**src/rtl/serial_adder_pkg.sv**
```systemverilog
// rtl/serial_adder_pkg.sv - shared state encoding and default width for the bit-serial adder
package serial_adder_pkg;

  localparam int DEFAULT_WIDTH = 8;

  typedef enum logic [1:0] {
    ST_IDLE = 2'd0,
    ST_RUN  = 2'd1,
    ST_DONE = 2'd2
  } state_t;

endpackage

```
**src/rtl/serial_adder_fa.sv**
```systemverilog
// rtl/serial_adder_fa.sv - single-bit full adder cell used as the serial datapath
module fa (
  input  logic cin,
  input  logic ain,
  input  logic bin,
  output logic sout,
  output logic cout
);

  assign sout = ain ^ bin ^ cin;
  assign cout = (ain & bin) | (ain & cin) | (bin & cin);

endmodule

```
**src/rtl/serial_adder.sv**
```systemverilog
// rtl/serial_adder.sv - bit-serial WIDTH-bit adder around one FA cell with start/busy/done handshake
module serial_adder
  import serial_adder_pkg::*;
#(
  parameter int WIDTH = DEFAULT_WIDTH
) (
  input  logic             clk,
  input  logic             rst_n,
  input  logic             start,
  input  logic [WIDTH-1:0] a,
  input  logic [WIDTH-1:0] b,
  input  logic             cin,
  output logic             busy,
  output logic             done,
  output logic [WIDTH-1:0] sum,
  output logic             cout
);

  localparam int CW = $clog2(WIDTH + 1);

  state_t           state;
  state_t           state_next;
  logic [WIDTH-1:0] a_sh;
  logic [WIDTH-1:0] b_sh;
  logic [WIDTH-2:0] psum;
  logic [WIDTH-1:0] psum_next;
  logic             carry;
  logic [CW-1:0]    cnt;
  logic             fa_sout;
  logic             fa_cout;
  logic             accept;
  logic             last_bit;

  fa u_fa (
    .cin  (carry),
    .ain  (a_sh[0]),
    .bin  (b_sh[0]),
    .sout (fa_sout),
    .cout (fa_cout)
  );

  assign accept    = start && (state == ST_IDLE || state == ST_DONE);
  assign last_bit  = (cnt == CW'(WIDTH - 1));
  // Earlier bits sit in psum; the bit produced this cycle completes the word.
  assign psum_next = {fa_sout, psum};

  always_ff @(posedge clk or negedge rst_n) begin
    if (!rst_n) begin
      state <= ST_IDLE;
    end else begin
      state <= state_next;
    end
  end

  always_comb begin
    state_next = state;
    case (state)
      ST_IDLE: if (start) state_next = ST_RUN;
      ST_RUN:  if (last_bit) state_next = ST_DONE;
      ST_DONE: state_next = start ? ST_RUN : ST_IDLE;
      default: state_next = ST_IDLE;
    endcase
  end

  always_comb begin
    busy = 1'b0;
    done = 1'b0;
    case (state)
      ST_RUN:  busy = 1'b1;
      ST_DONE: done = 1'b1;
      default: ;
    endcase
  end

  always_ff @(posedge clk or negedge rst_n) begin
    if (!rst_n) begin
      a_sh  <= '0;
      b_sh  <= '0;
      psum  <= '0;
      carry <= 1'b0;
      cnt   <= '0;
      sum   <= '0;
      cout  <= 1'b0;
    end else if (accept) begin
      a_sh  <= a;
      b_sh  <= b;
      psum  <= '0;
      carry <= cin;
      cnt   <= '0;
    end else if (state == ST_RUN) begin
      a_sh  <= a_sh >> 1;
      b_sh  <= b_sh >> 1;
      psum  <= psum_next[WIDTH-1:1];
      carry <= fa_cout;
      cnt   <= cnt + CW'(1);
      if (last_bit) begin
        sum  <= psum_next;
        cout <= fa_cout;
      end
    end
  end

endmodule

```
**config.mk**
```make
export PLATFORM = sky130hd
export DESIGN_NAME = serial_adder
export DESIGN_NICKNAME = d
export VERILOG_FILES = /design/src/rtl/serial_adder_pkg.sv /design/src/rtl/serial_adder_fa.sv /design/src/rtl/serial_adder.sv
export SDC_FILE = /design/constraint.sdc
export NUM_CORES = 1
export LEC_CHECK = 0
export CELL_PAD_IN_SITES_DETAIL_PLACEMENT = 1
export CELL_PAD_IN_SITES_GLOBAL_PLACEMENT = 2
export CORE_MARGIN = 2
export CORE_UTILIZATION = 35
export CTS_CLUSTER_DIAMETER = 40
export DETAILED_ROUTE_END_ITERATION = 8
export PLACE_DENSITY_LB_ADDON = 0.1
export SLEW_MARGIN = 20
export SYNTH_ARGS = -nofsm -noshare
export SYNTH_HDL_FRONTEND = slang
export SYNTH_SLANG_ARGS = --single-unit
```
**constraint.sdc**
```tcl
create_clock -name clk -period 3.3 [get_ports clk]
set_input_delay 0.99 -clock clk [delete_from_list [all_inputs] [get_ports clk]]
set_output_delay 0.99 -clock clk [all_outputs]
set_load 0.01 [all_outputs]
```
## Word level (Yosys, flattened, before mapping)

Index checks and enable logic that the tools add are counted.

- Bits in latches: 0
- Memories: 0
- Memory bits (read-only): 0
- Logic and storage cells: 44
- Flip-flop bits (word level): 39
- Bits in writable memories: 0

- $mul: 0
- Shift operators: 0
- Order comparisons: 0
- Mux-type cells: 16
- Bitwise gates (word level): 8
- Reductions and logical operators: 6
- Divide/modulo/power cells: 0
- Add/sub/neg operators: 1
- Equality and inequality tests: 5

Operators by type and width:

| cell | number |
|---|---|
| 2-to-1 mux 8 bit | 4 |
| 2-to-1 mux 7 bit | 2 |
| 2-to-1 mux 4 bit | 2 |
| one-hot mux 2 bit (3 select lines) | 1 |
| 2-to-1 mux 1 bit | 5 |
| adder 4 x 1 -> 4 bit (second input constant) | 1 |
| equality test 4 x 3 -> 1 bit (second input constant) | 1 |
| 2-to-1 mux 2 bit | 2 |
| != test 2 bit (second input constant) | 2 |
| bitwise AND 1 bit | 3 |
| AND reduction 3 bit | 1 |
| equality test 2 x 1 -> 1 bit (second input constant) | 1 |
| equality test 2 bit (second input constant) | 1 |
| zero test 2 bit | 1 |
| OR 1 bit | 2 |
| AND reduction 2 bit | 1 |
| nonzero test 2 bit | 1 |
| XOR 1 bit | 2 |
| logical AND 1 bit | 1 |
| logical OR 1 bit | 1 |
| inverter 1 bit | 1 |

## Longest topological paths before layout

- Depth in word-level cells: 5
- Gate-level depth with buffers: 6
- Gate-level depth less buffers: 4

## Hierarchy

A second synthesis with hierarchy kept.

- Cells, all modules: 137
- Area total of the unflattened synthesis: 1,620.3 µm²

Modules (own cells, without submodules):

| module | times used | area an instance (µm²) | cells each |
|---|---|---|---|
| serial_adder | 1 | 1,600.3 | 136 |
| fa | 1 | 20.0 | 1 |

## Worst setup path before layout

OpenSTA, ideal clock, no wires.

- Path type: register -> output
- From: register state[1]
- To: output port busy
- Path slack: 1.363 ns
- Data required time: 2.310 ns
- Cell stages (with the launch flop): 5
- Data arrival time: 0.947 ns
- Path through: dfrtp_1 nand2b_1 buf_6 inv_2 buf_2

- Cells in the longest elaborated chain, start to end: 2

RTL lines:

| element | line | text |
|---|---|---|
| start, declared | serial_adder.sv:21 | `state_t state;` |
| start signal, assigned | serial_adder.sv:51 | `state <= state_next;` |
| equality test 2 x 1 -> 1 bit | serial_adder.sv:68 | `case (state)` |
| 2-to-1 mux 1 bit | serial_adder.sv:68 |  |
| end, declared | serial_adder.sv:13 | `output logic busy,` |

Every way passes these cells.

## Worst setup path after layout

Same ends and word-level chain as after synthesis.

==> run metrics <==
status=finished clean; syn avg cell area=roughly 11 µm²; full die area=between 5000 and 6000 µm²; number of synthesized flops with an enable pin=0; count of hold-fix buffers inserted at cts=0; Initial DRC Count=82; CORE AREA=4384 µm²; Max-slew headroom=between 30% and 40%; CTS clk-pin slew, worst paths=roughly 70 ps; detailed-placement wirelength estimate=2.374 mm; CP Max Fanout=3; Pins Over Slew Limit=0; number of buffers added on ports=30; total grt overflow=0; path type of the worst setup path=reg -> out; Finished Core Util=~47%; Commonest cells post-synth=39 x dfrtp_1, 26 x nand2_1, 11 x nor2_1; placed inst area=1943 µm²; Hold Crit Start=psum[0]; # rows=24; GR Util All Layers=around 16%; Antenna Cells=0; H-tree depth=2; Synth Net Count=around 160; Final Hold Viols=0; top cells by area, synth=dfrtp_1 61%, mux2_2 6.3%, nand2_1 6.1%; Num CTS Buffers=5; top cell type's share of synthesized area=about three fifths; clock buffer depth=2; cell with the most instances after synthesis=dfrtp_1; Root Buffer=clkbuf_8; DR WL/cell=~16 µm; Post-CTS Setup Inserts=0; endpoint type of the worst setup path=primary output; clk sinks=39; fin area=2061 µm²; DRT Pass-1 Iters=4; Yosys top cell by area=dfrtp_1; VDD IR max=approximately 0.00039 V; fill count=between 400 and 500; crit path DAT=~1500 ps; CP Launch Type=flop; setup TNS=0 ps; RSZ-0062 raised after global routing=no; Initial Util=between 30% and 40%; Post-Synthesis Cells=140; sequential share of the synthesized area=60.65%; Die W=between 70 and 80 µm; Final Cycle Share=around 76%; ys async rst share=100.0%; skew final=between 7 and 8 ps; antenna viol nets, final=0; PD cells=961.1 nW/µm²; largest net degree at the start of global routing=40; P&R area growth vs syn=28.07%; Synth Cell Area=~1600 µm²; Max Fclk=0.4008 GHz; CTS tree=built; final setup fails=0; Crit. Startpoint=state[1]; vias per cell=approximately 5.3; Clock Latency Late Sink=roughly 290 ps; vias=1,177; first-pass GRT wire length=just over 6 mm; total wire length=approximately 3.6 mm; worst min path class=reg -> reg; vias in the first global route=1,243; total power=between 1.5 and 2 mW; # nets final=a little under 200; die height=just over 70 µm; register bit count reported by yosys=39; cts repair resizes=0; minimum clock period=2495 ps; layout cell share with drive strength beyond 1=between 10% and 20%; worst hold slack=504.1 ps; Critical Path RT=~2300 ps; initial antenna violation count=0; DRC=0; MaxCap Viol Count=0; distinct cell type count after synthesis=25; Worst Max-Slew Pin Slew=approximately 960 ps; Final GP Congestion=approximately 0.73; Synth Flop Type=dfrtp_1; I/O Pins=31; Leak=between 0.9 and 1 nW; yosys warns=0; Worst R2R Start=state[1]
[worst paths after layout]
| kind | endpoint | slack [ps] | cells after the start |
|---|---|---|---|
| worst max-delay path | busy | 800 | 3 |
| worst max register to register | sum[6] | 1500 | 4 |
| worst min-delay path | psum[0] | 500 | 1 |
| max in group asynchronous | state[0] | 1920 | 1 |
| worst min register to register | psum[0] | 500 | 1 |
| min in group asynchronous | b_sh[6] | 810 | 1 |
[cell usage in the layout, fill, tap and decap left out, types with 2 or more instances in the layout]
cell type,count
mux2_2,9
and2b_1,2
buf_4,2
clkdlybuf4s50_1,29
a31oi_1,9
nor2_1,11
a22o_1,10
a22oi_1,5
nand2b_1,2
clkbuf_8,6
dfrtp_1,39
o21ai_0,2
nand2_1,26
nand3_1,6
[sequential cells by signal, summed over array words and instances (netlist names)]
| name | count |
|---|---|
| cnt | 4 |
| b_sh | 8 |
| cout | 1 |
| psum | 7 |
| a_sh | 8 |
| sum | 8 |
| state | 2 |
| carry | 1 |
[power breakdown]
group          internal (mW)  leakage (nW)  switching (mW)
sequential             0.693         0.490           0.136
clock                  0.245        0.0612           0.167
combinational          0.368         0.371           0.372
total                   1.31         0.923           0.675
[layout make-up]
| type | count | area [µm²] | area share, % |
|---|---|---|---|
| Sequential cell | 39 | 975.9 | 47.36 |
| Multi-Input combinational cell | 92 | 588.1 | 28.54 |
| Timing Repair Buffer | 32 | 310.3 | 15.06 |
| Clock buffer | 6 | 82.58 | 4.007 |
| Tap cell | 52 | 65.06 | 3.157 |
| Clock inverter | 2 | 35.03 | 1.700 |
| Inverter | 1 | 3.754 | 0.1821 |
[metrics by stage]
step | std cells | setup WS, ps
after detailed placement | 216 | 778.0
after CTS | 224 | 765.7
after global placement | 216 | 810.5
final | 224 | 804.8
after floorplan | 140 | 1363
after global routing | 224 | 714.5
[kinds of logic (layout without fill, tap and decap cells)]
family	after synthesis	in the layout	share of synthesized area, %
flip-flops	39	39	60.65
XOR/XNOR	1	1	0.5444
adder cells (fa/ha/maj)	2	2	2.022
AND/OR/NAND/NOR	52	52	14.77
multiplexers	10	10	6.921
buffers and inverters	9	41	2.799
AO/OA/AOI/OAI	27	27	12.29
[worst max-delay path, stage by stage, from the launching register on]
cell	delay (ps)
dfrtp_1	390
nand2b_1	220
inv_2	80
clkdlybuf4s50_1	530
[per-layer routing]
metal,GRT usage [%],routed length (µm)
met1,19.80,1673
met2,25.21,1756
met3,5.345,169
met4,4.403,44
met5,0,0
(Power assumes the default switching activity.)
==> edit 1 (same settings) <==
Make the reset (`rst_n`) synchronous in 2 clocked blocks.
--- a/src/rtl/serial_adder.sv
+++ b/src/rtl/serial_adder.sv
@@ -44,7 +44,7 @@
   // Earlier bits sit in psum; the bit produced this cycle completes the word.
   assign psum_next = {fa_sout, psum};
 
-  always_ff @(posedge clk or negedge rst_n) begin
+  always_ff @(posedge clk) begin
     if (!rst_n) begin
       state <= ST_IDLE;
     end else begin
@@ -72,7 +72,7 @@
     endcase
   end
 
-  always_ff @(posedge clk or negedge rst_n) begin
+  always_ff @(posedge clk) begin
     if (!rst_n) begin
       a_sh  <= '0;
       b_sh  <= '0;
Function: differs if rst_n is asserted again (counterexample within 4 cycles, from zero or initial values and one cycle with rst_n low); with rst_n held inactive, the same outputs for 10 cycles.
==> edit 1 against the unedited design <==
- final area decreased by 3.0%
- setup slack better by 0.056 ns
- non-clock buffer count grew 4
- sequential cell count unchanged
- critical path type is now in2reg
- synthesized area fell by 2.1%
- wire length grew 9.1%
- fmax up 2.3%
Power is not compared: it rests on default switching activity, and its combinational part moved more than twofold at a synthesized area within 25%.
==> edit 1: results <==
[synthesis]
yosys.cell_types.count = 28
yosys-top-cells-count = "nand2_1, dfxtp_1, a21oi_1, buf_2, nor2_1"
synth-adder-area-share_pct = 2.07
synthArstFlopShare_pct = 0
synth_compound_area_share_pct = 14.7
ys_seq_area_share_pct = 49.6
synthXorXnorAreaFrac_pct = 1.11
synth_fp_nets = 203
ys_warn_count = 0
synth.mux.area_fraction_pct = 5.72
ys_top_cells_by_area = "dfxtp_1, nand2_1, mux2i_1, o221ai_1, a21oi_1"

[finish]
reg.largest.list = "a_sh x8, b_sh x8, sum x8"
diodes = 0
drive_gt1_share_pct = 6.60
finalNetCount = 233

[placement]
routabilityCongestion = 0.666
port_buffers = 30
dpl.hpwl_microns = 2770
pre_cts_ws_ns = 0.533

[clock_tree]
numCtsBuffers = 5
cts_max_level = 2
cts_root_buffer = "clkbuf_8"
clock_latency_ns = 0.29
clkTransAtPathRegs_ns = 0.07
cts_resized = 0
cts_setup_buffers = 0
cts_buffer_depth = 2

[route]
wl_per_cell_microns = 15.0
wl_met2_microns = 1840
drt-vias-per-instance = 5.09
route.met3.wl_microns = 124
drtIter0Drc = 55
drtPass1Iterations = 3
drt-met1-wl_microns = 1960
maxUsedRoutingLayer = "met4"

[global_routing]
grt_usage_pct = 17.2
grt_pass1_wl_microns = 6840
grt_pass1_vias = 1416
grt_max_degree = 29
antenna_found_initial = 0

[timing]
slew-limit-headroom_pct = 47.9
skew_ns = 0.0110

[hold_path]
min-delay-start = "psum[0]$_SDFFE_PP0N_"
hold_path_class = "reg2reg"

[setup_path]
slowest_stage = "nand2b_1"
r2r_start = "state[0]$_SDFFE_PN0P_"
startpoint = "start"
max_stage_delay_ns = 0.56
critPathMaxFanout = 20
cp_data_arrival_time_ns = 2.65

[run_status]
status = "finished clean"

[pwr]
ir_drop_mv = 0.216
p_leak_uw = 0.000677
-- edit 1: changes by cell type in the layout (fill, tap and decap cells not counted), moves of 5 or more --
cell | unedited run | this run
dfrtp_1 | 39 | 0
o221ai_1 | 0 | 8
mux2_2 | 9 | 0
mux2i_1 | 1 | 9
a21oi_1 | 0 | 10
a31oi_1 | 9 | 4
nor3_1 | 1 | 8
a22o_1 | 10 | 0
dfxtp_1 | 0 | 39
nand2_1 | 26 | 47
-- edit 1: cells by family after synthesis --
kind of cell / count (synthesis)
multiplexers: 9
adder cells (fa/ha/maj): 2
AND/OR/NAND/NOR: 80
buffers and inverters: 14
XOR/XNOR: 2
flip-flops: 39
AO/OA/AOI/OAI: 35
-- edit 1: final cells by class --
cell class                 instances  area, sq um
clock buffer                       7         76.3
clock inverter                     1         5.00
fill                             520         2360
inverter                           1         3.75
multi-input combinational        128          722
sequential                        39          781
tap                               52         65.1
timing repair buffer              36          345
-- edit 1: worst max-delay path, delay by kind of cell --
family	cells	cell delay [ns]
compound gates	1	0.24
simple gates	2	0.99
buf+inv	1	0.41
-- edit 1: final timing paths --
path	slack, ns	to	cells after the start
setup / recovery	0.86	psum[5]$_SDFFE_PP0N_	4
hold reg to reg	0.47	psum[0]$_SDFFE_PP0N_	2
setup reg to reg	1.52	psum[5]$_SDFFE_PP0N_	3
hold / removal	0.47	psum[0]$_SDFFE_PP0N_	2
-- edit 1: report_power, final --
| group | switching (uW) | internal [uW] | leakage, uW |
|---|---|---|---|
| sequential | 13.7 | 492 | 0.000318 |
| clock | 162 | 148 | 0.0000422 |
| combinational | 62.9 | 52.9 | 0.000316 |
-- edit 1: metrics by stage --
step | area, sq um | instances | total power (uW) | hold WS, ns
final | 2000 | 264 | 932 | 0.465
after global routing | 2000 | 264 | 984 | 0.500
after CTS | 2000 | 264 | 949 | 0.466
after detailed placement | 1920 | 256 | 634 | 0.454
after global placement | 1920 | 256 | 628 | 0.442
after floorplan | 1580 | 181 | 585 | 0.432
-- edit 1: per-layer routing --
metal	up-vias	global-route usage, %
met5	-	0
met4	0	4.40
met3	5	4.42
met2	21	27.9
met1	641	22.9
li1	676	-
==> edit 2 (same flow settings) <==
Without the edit above. Set the package constant `DEFAULT_WIDTH` to 32 (it was 8).
--- a/src/rtl/serial_adder_pkg.sv
+++ b/src/rtl/serial_adder_pkg.sv
@@ -1,7 +1,7 @@
 // rtl/serial_adder_pkg.sv - shared state encoding and default width for the bit-serial adder
 package serial_adder_pkg;
 
-  localparam int DEFAULT_WIDTH = 8;
+  localparam int DEFAULT_WIDTH = 32;
 
   typedef enum logic [1:0] {
     ST_IDLE = 2'd0,
Interface: changed (resized a, b and sum); port bits go from 31 to 103. No check against the original RTL was run, so the function may have changed too.
==> edit 2 against the unedited design <==
- total power increased to 3.4 times the old value
- synthesized area rose to 3.5 times the old value
- sequential cell count up 98
- setup slack got worse by 0.10 ns
- register-to-register slack got worse by 0.34 ns
- final area rose to 3.6 times the old value
- critical path type unchanged
- count of clock-buffer cells in the layout grew 16
- wire length grew to 3.7 times the old value
==> edit 2: results <==
[pwr]
power_density_nw_per_um2 = 915
combPwrFrac_pct = 29.8
pwr-share-seq_pct = 41.7
ir_drop_mv = 0.461
p_leak_uw = 0.00330
swShare_pct = 32.3

[global_routing]
grtUsageMet1_pct = 22.6
grt_max_degree = 98
grt_usage_pct = 16.9
grt_util_met2_pct = 25.8
grt_pass1_vias = 4387
gr-usage-met3_pct = 5.74
grt_pass1_wl_microns = 22300

[synthesis]
ys_seq_area_share_pct = 61.2
synthXorXnorAreaFrac_pct = 0.156
ys_top_cells_by_area = "dfrtp_1, nand2_1, mux2_2, a31oi_1, a22o_1"
synth.mux.area_fraction_pct = 6.81
syn_avg_cell_area_sq_um = 10.9
synth_fp_nets = 585
yosys-top-cells-count = "dfrtp_1, nand2_1, nor2_1"
synthArstFlopShare_pct = 100
synth_compound_area_share_pct = 13.2
synth-adder-area-share_pct = 0.581
ys_seq_elements = 137
syn-cell-area_sq_um = 5600
yosys.cell_types.count = 32

[route]
wl_met2_microns = 6160
route.met3.wl_microns = 694
vias = 4163
drt-met1-wl_microns = 6330
routed_wirelength_microns = 13400
drtIter0Drc = 239

[finish]
seqCellArea_sq_um = 3430
fillers = 1717
drive_gt1_share_pct = 12.4
multi_input_cells = 338
inverters = 1
stdcell_count = 836
reg.largest.list = "a_sh x32, b_sh x32, sum x32"
multiInputGateArea_sq_um = 1970
signal_buffers = 112
nonClkBufAreaFrac_pct = 15.2

[setup_path]
cp_data_arrival_time_ns = 1.60
critPathMaxFanout = 5
max_stage_delay_ns = 0.56

[timing]
skew_ns = 0.0120
tightestPinTransition_ns = 1.06

[placement]
port_buffers = 102
dpl.hpwl_microns = 8010
numPlacedInstances = 804
place_area_sq_um = 6800
routabilityCongestion = 0.737
pre_cts_ws_ns = 0.764

[run_status]
status = "finished clean"

[clock_tree]
numCtsBuffers = 17
cts_max_level = 4
cts_root_buffer = "clkbuf_16"
clock_latency_ns = 0.42
## edit 2: cells by family (layout without fill, tap and decap cells)
kind of cell             after synthesis  count (layout)
AND/OR/NAND/NOR                      198             198
multiplexers                          34              34
adder cells (fa/ha/maj)                2               2
XOR/XNOR                               1               1
buffers and inverters                 40             145
flip-flops                           137             137
AO/OA/AOI/OAI                        103             103
## edit 2: worst paths after layout
check / from / to / slack, ns / depth (start not counted)
worst max-delay path: state[0]$_DFFE_PN0P_ / done / 0.71 / 2
worst min-delay path: sum[7]$_DFFE_PN0P_ / sum[7]$_DFFE_PN0P_ / 0.49 / 1
worst max register to register: state[1]$_DFFE_PN0P_ / psum[0]$_DFFE_PN0P_ / 1.16 / 6
worst min register to register: sum[7]$_DFFE_PN0P_ / sum[7]$_DFFE_PN0P_ / 0.49 / 1
max in group asynchronous: rst_n / cout$_DFFE_PN0P_ / 1.94 / 2
min in group asynchronous: rst_n / b_sh[21]$_DFFE_PN0P_ / 0.54 / 1
